<file path="src/rtl/rr_port_arbiter.sv">
// rr_port_arbiter: round-robin arbiter granting one port a whole multi-beat packet at a time
module rr_port_arbiter #(
  parameter int num_ports = 8,
  parameter int width     = $clog2(num_ports)
) (
  input  logic                 clk,
  input  logic                 rst_n,
  input  logic [num_ports-1:0] req_i,
  input  logic [num_ports-1:0] eop_i,
  input  logic                 ready_i,
  output logic [num_ports-1:0] grant_o,
  output logic [width-1:0]     grant_id_o,
  output logic                 grant_valid_o
);
  typedef enum logic {IDLE, LOCKED} state_t;
  state_t               state_q, state_d;
  logic [width-1:0]     last_q, last_d, id_q, id_d, pick;
  logic [num_ports-1:0] grant_q, grant_d, mask, hi;
  logic                 xfer;
  function automatic logic [width-1:0] lsb(input logic [num_ports-1:0] v);
    lsb = '0;
    for (int i = num_ports - 1; i >= 0; i--)
      if (v[i]) lsb = width'(i);
  endfunction
  // thermometer of the last winner: ports strictly above it are favoured
  always_comb begin
    for (int i = 0; i < num_ports; i++) mask[i] = i <= int'(last_q);
  end
  assign hi   = req_i & ~mask;
  assign pick = |hi ? lsb(hi) : lsb(req_i);
  assign xfer = state_q == LOCKED && ready_i && req_i[id_q];
  always_comb begin
    state_d = state_q;
    last_d  = last_q;
    id_d    = id_q;
    grant_d = grant_q;
    if (state_q == IDLE && |req_i) begin
      state_d = LOCKED;
      id_d    = pick;
      grant_d = {{(num_ports-1){1'b0}}, 1'b1} << pick;
    end else if (xfer && eop_i[id_q]) begin
      state_d = IDLE;
      last_d  = id_q;
      id_d    = '0;
      grant_d = '0;
    end
  end
  always_ff @(posedge clk or negedge rst_n) begin
    if (!rst_n) begin
      state_q <= IDLE;
      last_q  <= width'(num_ports - 1);
      id_q    <= '0;
      grant_q <= '0;
    end else begin
      state_q <= state_d;
      last_q  <= last_d;
      id_q    <= id_d;
      grant_q <= grant_d;
    end
  end
  assign grant_o       = grant_q;
  assign grant_id_o    = id_q;
  assign grant_valid_o = state_q == LOCKED;
endmodule

</file>
<file path="config.mk">
export PLATFORM = sky130hd
export DESIGN_NAME = rr_port_arbiter
export DESIGN_NICKNAME = d
export VERILOG_FILES = /design/src/rtl/rr_port_arbiter.sv
export SDC_FILE = /design/constraint.sdc
export NUM_CORES = 1
export LEC_CHECK = 0
export ABC_AREA = 1
export CAP_MARGIN = 0
export CELL_PAD_IN_SITES_DETAIL_PLACEMENT = 0
export CELL_PAD_IN_SITES_GLOBAL_PLACEMENT = 2
export CORE_MARGIN = 3
export CORE_UTILIZATION = 24
export DETAILED_ROUTE_END_ITERATION = 6
export GPL_TIMING_DRIVEN = 0
export PLACE_DENSITY_LB_ADDON = 0.1
export SYNTH_ARGS = -nofsm -noshare
export SYNTH_HDL_FRONTEND = slang
export SYNTH_SLANG_ARGS = --single-unit
</file>
<file path="constraint.sdc">
create_clock -name clk -period 1.6 [get_ports clk]
set_input_delay 0.16 -clock clk [delete_from_list [all_inputs] [get_ports clk]]
set_output_delay 0.16 -clock clk [all_outputs]
set_load 0.005 [all_outputs]
</file>
==> Word-level counts from Yosys, hierarchy flattened <==
Cells that the tools add are included.
{ "classes": {"eq_ne": 0, "reduce_logical": 8, "order_cmp": 8, "muxes": 27, "mul": 0, "n_addsub": 0, "shift": 1, "div": 0, "bitwise": 4} }
{ "ops": {"columns": ["operator", "count"], "rows": [
  ["3-bit two-way mux", 19],
  ["8-bit two-way mux", 2],
  ["8-bit OR reduction", 2],
  ["3-bit <= comparator (first input constant)", 4],
  ["8-bit bitwise AND", 1],
  ["8-bit inverter", 1],
  ["1-bit by 3-bit left shift with 8-bit output (first input constant)", 1],
  ["1-bit binary-select mux with 3-bit select", 2],
  ["2-bit by 3-bit <= comparator with 1-bit output (first input constant)", 2],
  ["1-bit logical AND", 4],
  ["3-bit by 4-bit < comparator with 1-bit output (second input constant)", 1],
  ["1-bit two-way mux", 4],
  ["1-bit by 3-bit <= comparator with 1-bit output (first input constant)", 1],
  ["1-bit inverter", 2],
  ["2-bit AND reduction", 1],
  ["2-bit nonzero test", 1]
]} }
{ "totals": {"mem_bits_rw": 0, "memories": 0, "reg_bits": 15, "in_bits": 19, "romBits": 0, "word_cells": 52, "latchBits": 0} }

==> Longest topological paths before layout <==
{ "logic_depth": {"depth_word": 14, "mapped_depth": 12, "mapped_depth_nobuf": 12} }

==> Least setup slack after synthesis <==
OpenSTA, ideal clock, no wires.
{ "synth_path": {"path_kind": "register to register", "start": "register last_q[2]", "end": "register grant_q[0] (netlist: grant_o[0])", "setup_slack_ns": 0.203, "path_stages_with_launch": 10, "t_arrival_ns": 1.280, "period_less_slack_ns": 1.397, "required_ns": 1.482, "n_path_buf": 0, "path_cell_list": "dfstp_2 nand2_1 nand2_1 nand2_2 nor2_4 nand3_1 nand2_2 inv_2 nand3_1 nand2_1"} }
{ "synth_between": {"elab_chain_cells": 14, "elab_cells_between_ends": 21, "classes_between": "order compare (7); shift (1); mux (10); bitwise (2); reduce/logical (1)"} }
{ "synth_rtl": {"columns": ["element", "line", "rtl"], "rows": [
  ["from (decl)", "17", "logic [width-1:0] last_q, last_d, id_q, id_d, pick;"],
  ["from (signal assigned)", "51", "last_q <= width'(num_ports - 1);"],
  ["from (signal assigned)", "56", "last_q <= last_d;"],
  ["3-bit <= comparator", "27", "for (int i = 0; i < num_ports; i++) mask[i] = i <= int'(last_q);"],
  ["8-bit inverter *", "29", "assign hi = req_i & ~mask;"],
  ["8-bit bitwise AND *", "29", null],
  ["3-bit two-way mux (8 in a row)", "23", "if (v[i]) lsb = width'(i);"],
  ["3-bit two-way mux *", "30", "assign pick = |hi ? lsb(hi) : lsb(req_i);"],
  ["1-bit by 3-bit left shift with 8-bit output *", "40", "grant_d = {{(num_ports-1){1'b0}}, 1'b1} << pick;"],
  ["8-bit two-way mux *", "37", "if (state_q == IDLE && |req_i) begin"],
  ["to (signal assigned)", "58", "grant_q <= grant_d;"],
  ["to (decl)", "18", "logic [num_ports-1:0] grant_q, grant_d, mask, hi;"]
]} }
Mark *: on every way between the ends. The rest lies on a longest branch, timed or not.
A chain may end at the register's enable or synchronous reset.

==> Final worst setup path <==
{ "layout_path": {"start": "register last_q[2]", "end": "register grant_q[2] (netlist: grant_o[2])"} }
Same word-level chain as after synthesis.

==> flow_summary.toml <==
[floorplan]
die_width_um = 70.22
num_rows = 22
initial_core_util_pct = 25.87
core_sq_um = 3826
dieArea_sq_um = 4930
die_h_um = 70.22
io_pins = 31

[placed_design]
hpwl_mm = 2.282
dpl.cell_count = 216
gp_congestion = 0.7881
placed_cell_area_sq_um = 1350
port_buffers = 30

[clocking]
numClockSinks = 15
cts_tree = "built"
clock_latency_ns = 0.24
cts_hold_buffers = 0
cts_buffers = 3
htreeDepth = 1
root_buffer = "clkbuf_8"
clk_pin_slew_worst_paths_ns = 0.06
cts_buffer_depth = 2

[final_layout]
final_area_sq_um = 1478
n_antenna_cell = 0
syn_to_final_growth_pct = 49.30
drive_gt1_share_pct = 22.16
nets = 196
fin_cells = 224
utilization_pct = 38.62

[critical_path]
critPathLaunch = "last_q[2]"
critPathMaxFanout = 6
required_ns = 1.78
critPathSlowestCell = "dfstp_2"
setup.worst_path.start_class = "flip-flop"
path_class = "flip-flop to flip-flop"
worstSetupEndpointType = "flip-flop"
slowest_delay_ns = 0.61
r2r_slack_ns = 0.02
crit_arrival_ns = 1.76
crit_chain = "inv_1, nand2_2, nand2_2, nor2_4, and2_4, nand2_4, nand2_4, nand3_1, nand2_1"
regToRegStartpoint = "last_q[2]"

[sta]
fmax_mhz = 633.4
final.setup_skew_ns = 0.002260
worst_pin_slew_ns = 0.6682
rsz0062_at_grt = "true"
max-slew-margin-rel_pct = 55.31
setup_viol = 0
slew_viol_final = 0
fin_tns_setup_ns = 0
finalCritPeriodShare_pct = 98.67
hold_violations = 0
min_period_ns = 1.579

[pwr]
p_per_area_nw_per_um2 = 1530
p_leak_nw = 0.6834
finalPower_w = 0.002260
peakVddDrop_uv = 578.5

[synth]
seq_area_frac_synth_pct = 38.31
synth_fa_ha_area_share_pct = 0
syn_area_sq_um = 989.7
yosysTopAreaCellShare_pct = 30.34
yosys.area_share.xor_xnor_pct = 0
ys_warn_count = 0
ys_seq_elements = 15
synthArstFlopShare_pct = 100.0
postSynthAreaPerCell_sq_um = 7.172
synth_edf_count = 0
syn_nets = 157
synth.most_common_cell = "nand2_1"
synth_top_family_by_area = "simple AND/OR/NAND/NOR gates"
synth_largest_area_cell = "dfrtp_1"
synth_simple_gate_area_share_pct = 47.28
synth.area.mux_share_pct = 0
syn_inst = 138
synthTopCellsByCount = "nand2_1 (38), nand3_1 (33), inv_1 (14)"
netlist-cell-type-count = 23
synth_compound_area_share_pct = 7.080
synthFlopType = "dfrtp_1"
synth.area.top_cells = "dfrtp_1 (30%), nand3_1 (17%), nand2_1 (14%)"

[global_routing]
grt_pass1_wl_mm = 4.926
grtUsageMet1_pct = 16.54
grtUsageMet2_pct = 19.41
grt_busiest_layer = "met2"
grt_pass1_vias = 1081
grt-ovfl-total = 0
gr-usage-all-layers_pct = 12.03
antenna_found_initial = 0
grt_max_degree = 16
use_met3_pct = 1.871

[drt]
detailroute.via_count = 1061
route.antenna.remaining_nets = 0
dr.pass1.iters = 4
wl_mm = 2.881
wl_per_cell_um = 12.86
viasPerCell = 4.737
drc = 0
drtIter0Drc = 34

[flow_run]
max_cap_violations = 0

[worst_hold_path]
hold_class = "input port to asynchronous set/reset pin"

[outcome]
run_status = "finished clean"
sequential cells by signal (all words and copies together) (netlist names):
| signal | cells |
|---|---|
| grant_valid_o | 1 |
| grant_id_o | 3 |
| grant_o | 8 |
| last_q | 3 |
cells by family after synthesis:
family                 count (synthesis)
buffers and inverters                 18
DFF                                   15
and+or+nand+nor                       93
AOI/OAI and AO/OA                     12
per-stage QoR:
stage                     setup WS, ns  hold slack [ns]
after CTS                      0.01577           0.3519
final                          0.02120           0.3253
after floorplan                 0.2025          -0.1356
after detailed placement       -0.2336           0.4984
after global routing          -0.09493           0.3743
after global placement         -0.2601           0.4934
cell type report:
class,count,area [sq um]
Sequential cell,15,380.4
Fill cell,410,2349
Buffer,2,15.01
Clock buffer,4,45.04
Inverter,16,60.06
Tap cell,48,60.06
Multi-Input combinational cell,105,586.8
Timing Repair Buffer,34,330.3
power breakdown:
part | total, W | internal [W] | switching [W]
sequential | 0.000716 | 0.000556 | 0.000160
combinational | 0.00125 | 0.000585 | 0.000662
clock | 0.000298 | 0.000176 | 0.000122
total | 0.00226 | 0.00132 | 0.000944
routing by layer:
metal | part of all wire, % | routed length, um
met5 | 0 | 0
met4 | 0.80 | 23
met3 | 3.3 | 94
met2 | 47 | 1354
met1 | 49 | 1408
path summary, 6_finish.rpt:
| check | to | cells after the start |
|---|---|---|
| hold reg to reg | grant_o[5] | 2 |
| min in group clk | grant_o[5] | 2 |
| max in group asynchronous | grant_id_o[0] | 1 |
| setup / recovery | grant_o[2] | 9 |
| setup reg to reg | grant_o[2] | 9 |
| hold / removal | grant_o[2] | 1 |
cells in the final DEF (no fill, tap or decap), drive strengths merged:
cell	count
nor2	7
buf	5
clkbuf	5
inv	16
nand3b	1
a21oi	3
o21ai	7
dfrtp	12
o22ai	2
nand2	44
dfstp	3
nand3	36
and2	1
nand4	4
clkdlybuf4s50	30
repair_timing:
action | in CTS | in global routing
endpoints found under the hold margin | 0 | 0
buffers inserted | 0 | 4
pin swaps | 0 | 5
gates resized for setup | 1 | 13
setup endpoints to repair | 1 | 14
critical path, delay by kind of cell, from the launching register on:
family                 cells  cell delay, ns
AND/OR/NAND/NOR            8            0.80
flip-flops                 1            0.61
buffers and inverters      1            0.10
Note: power is estimated with default switching activity, not from simulation.
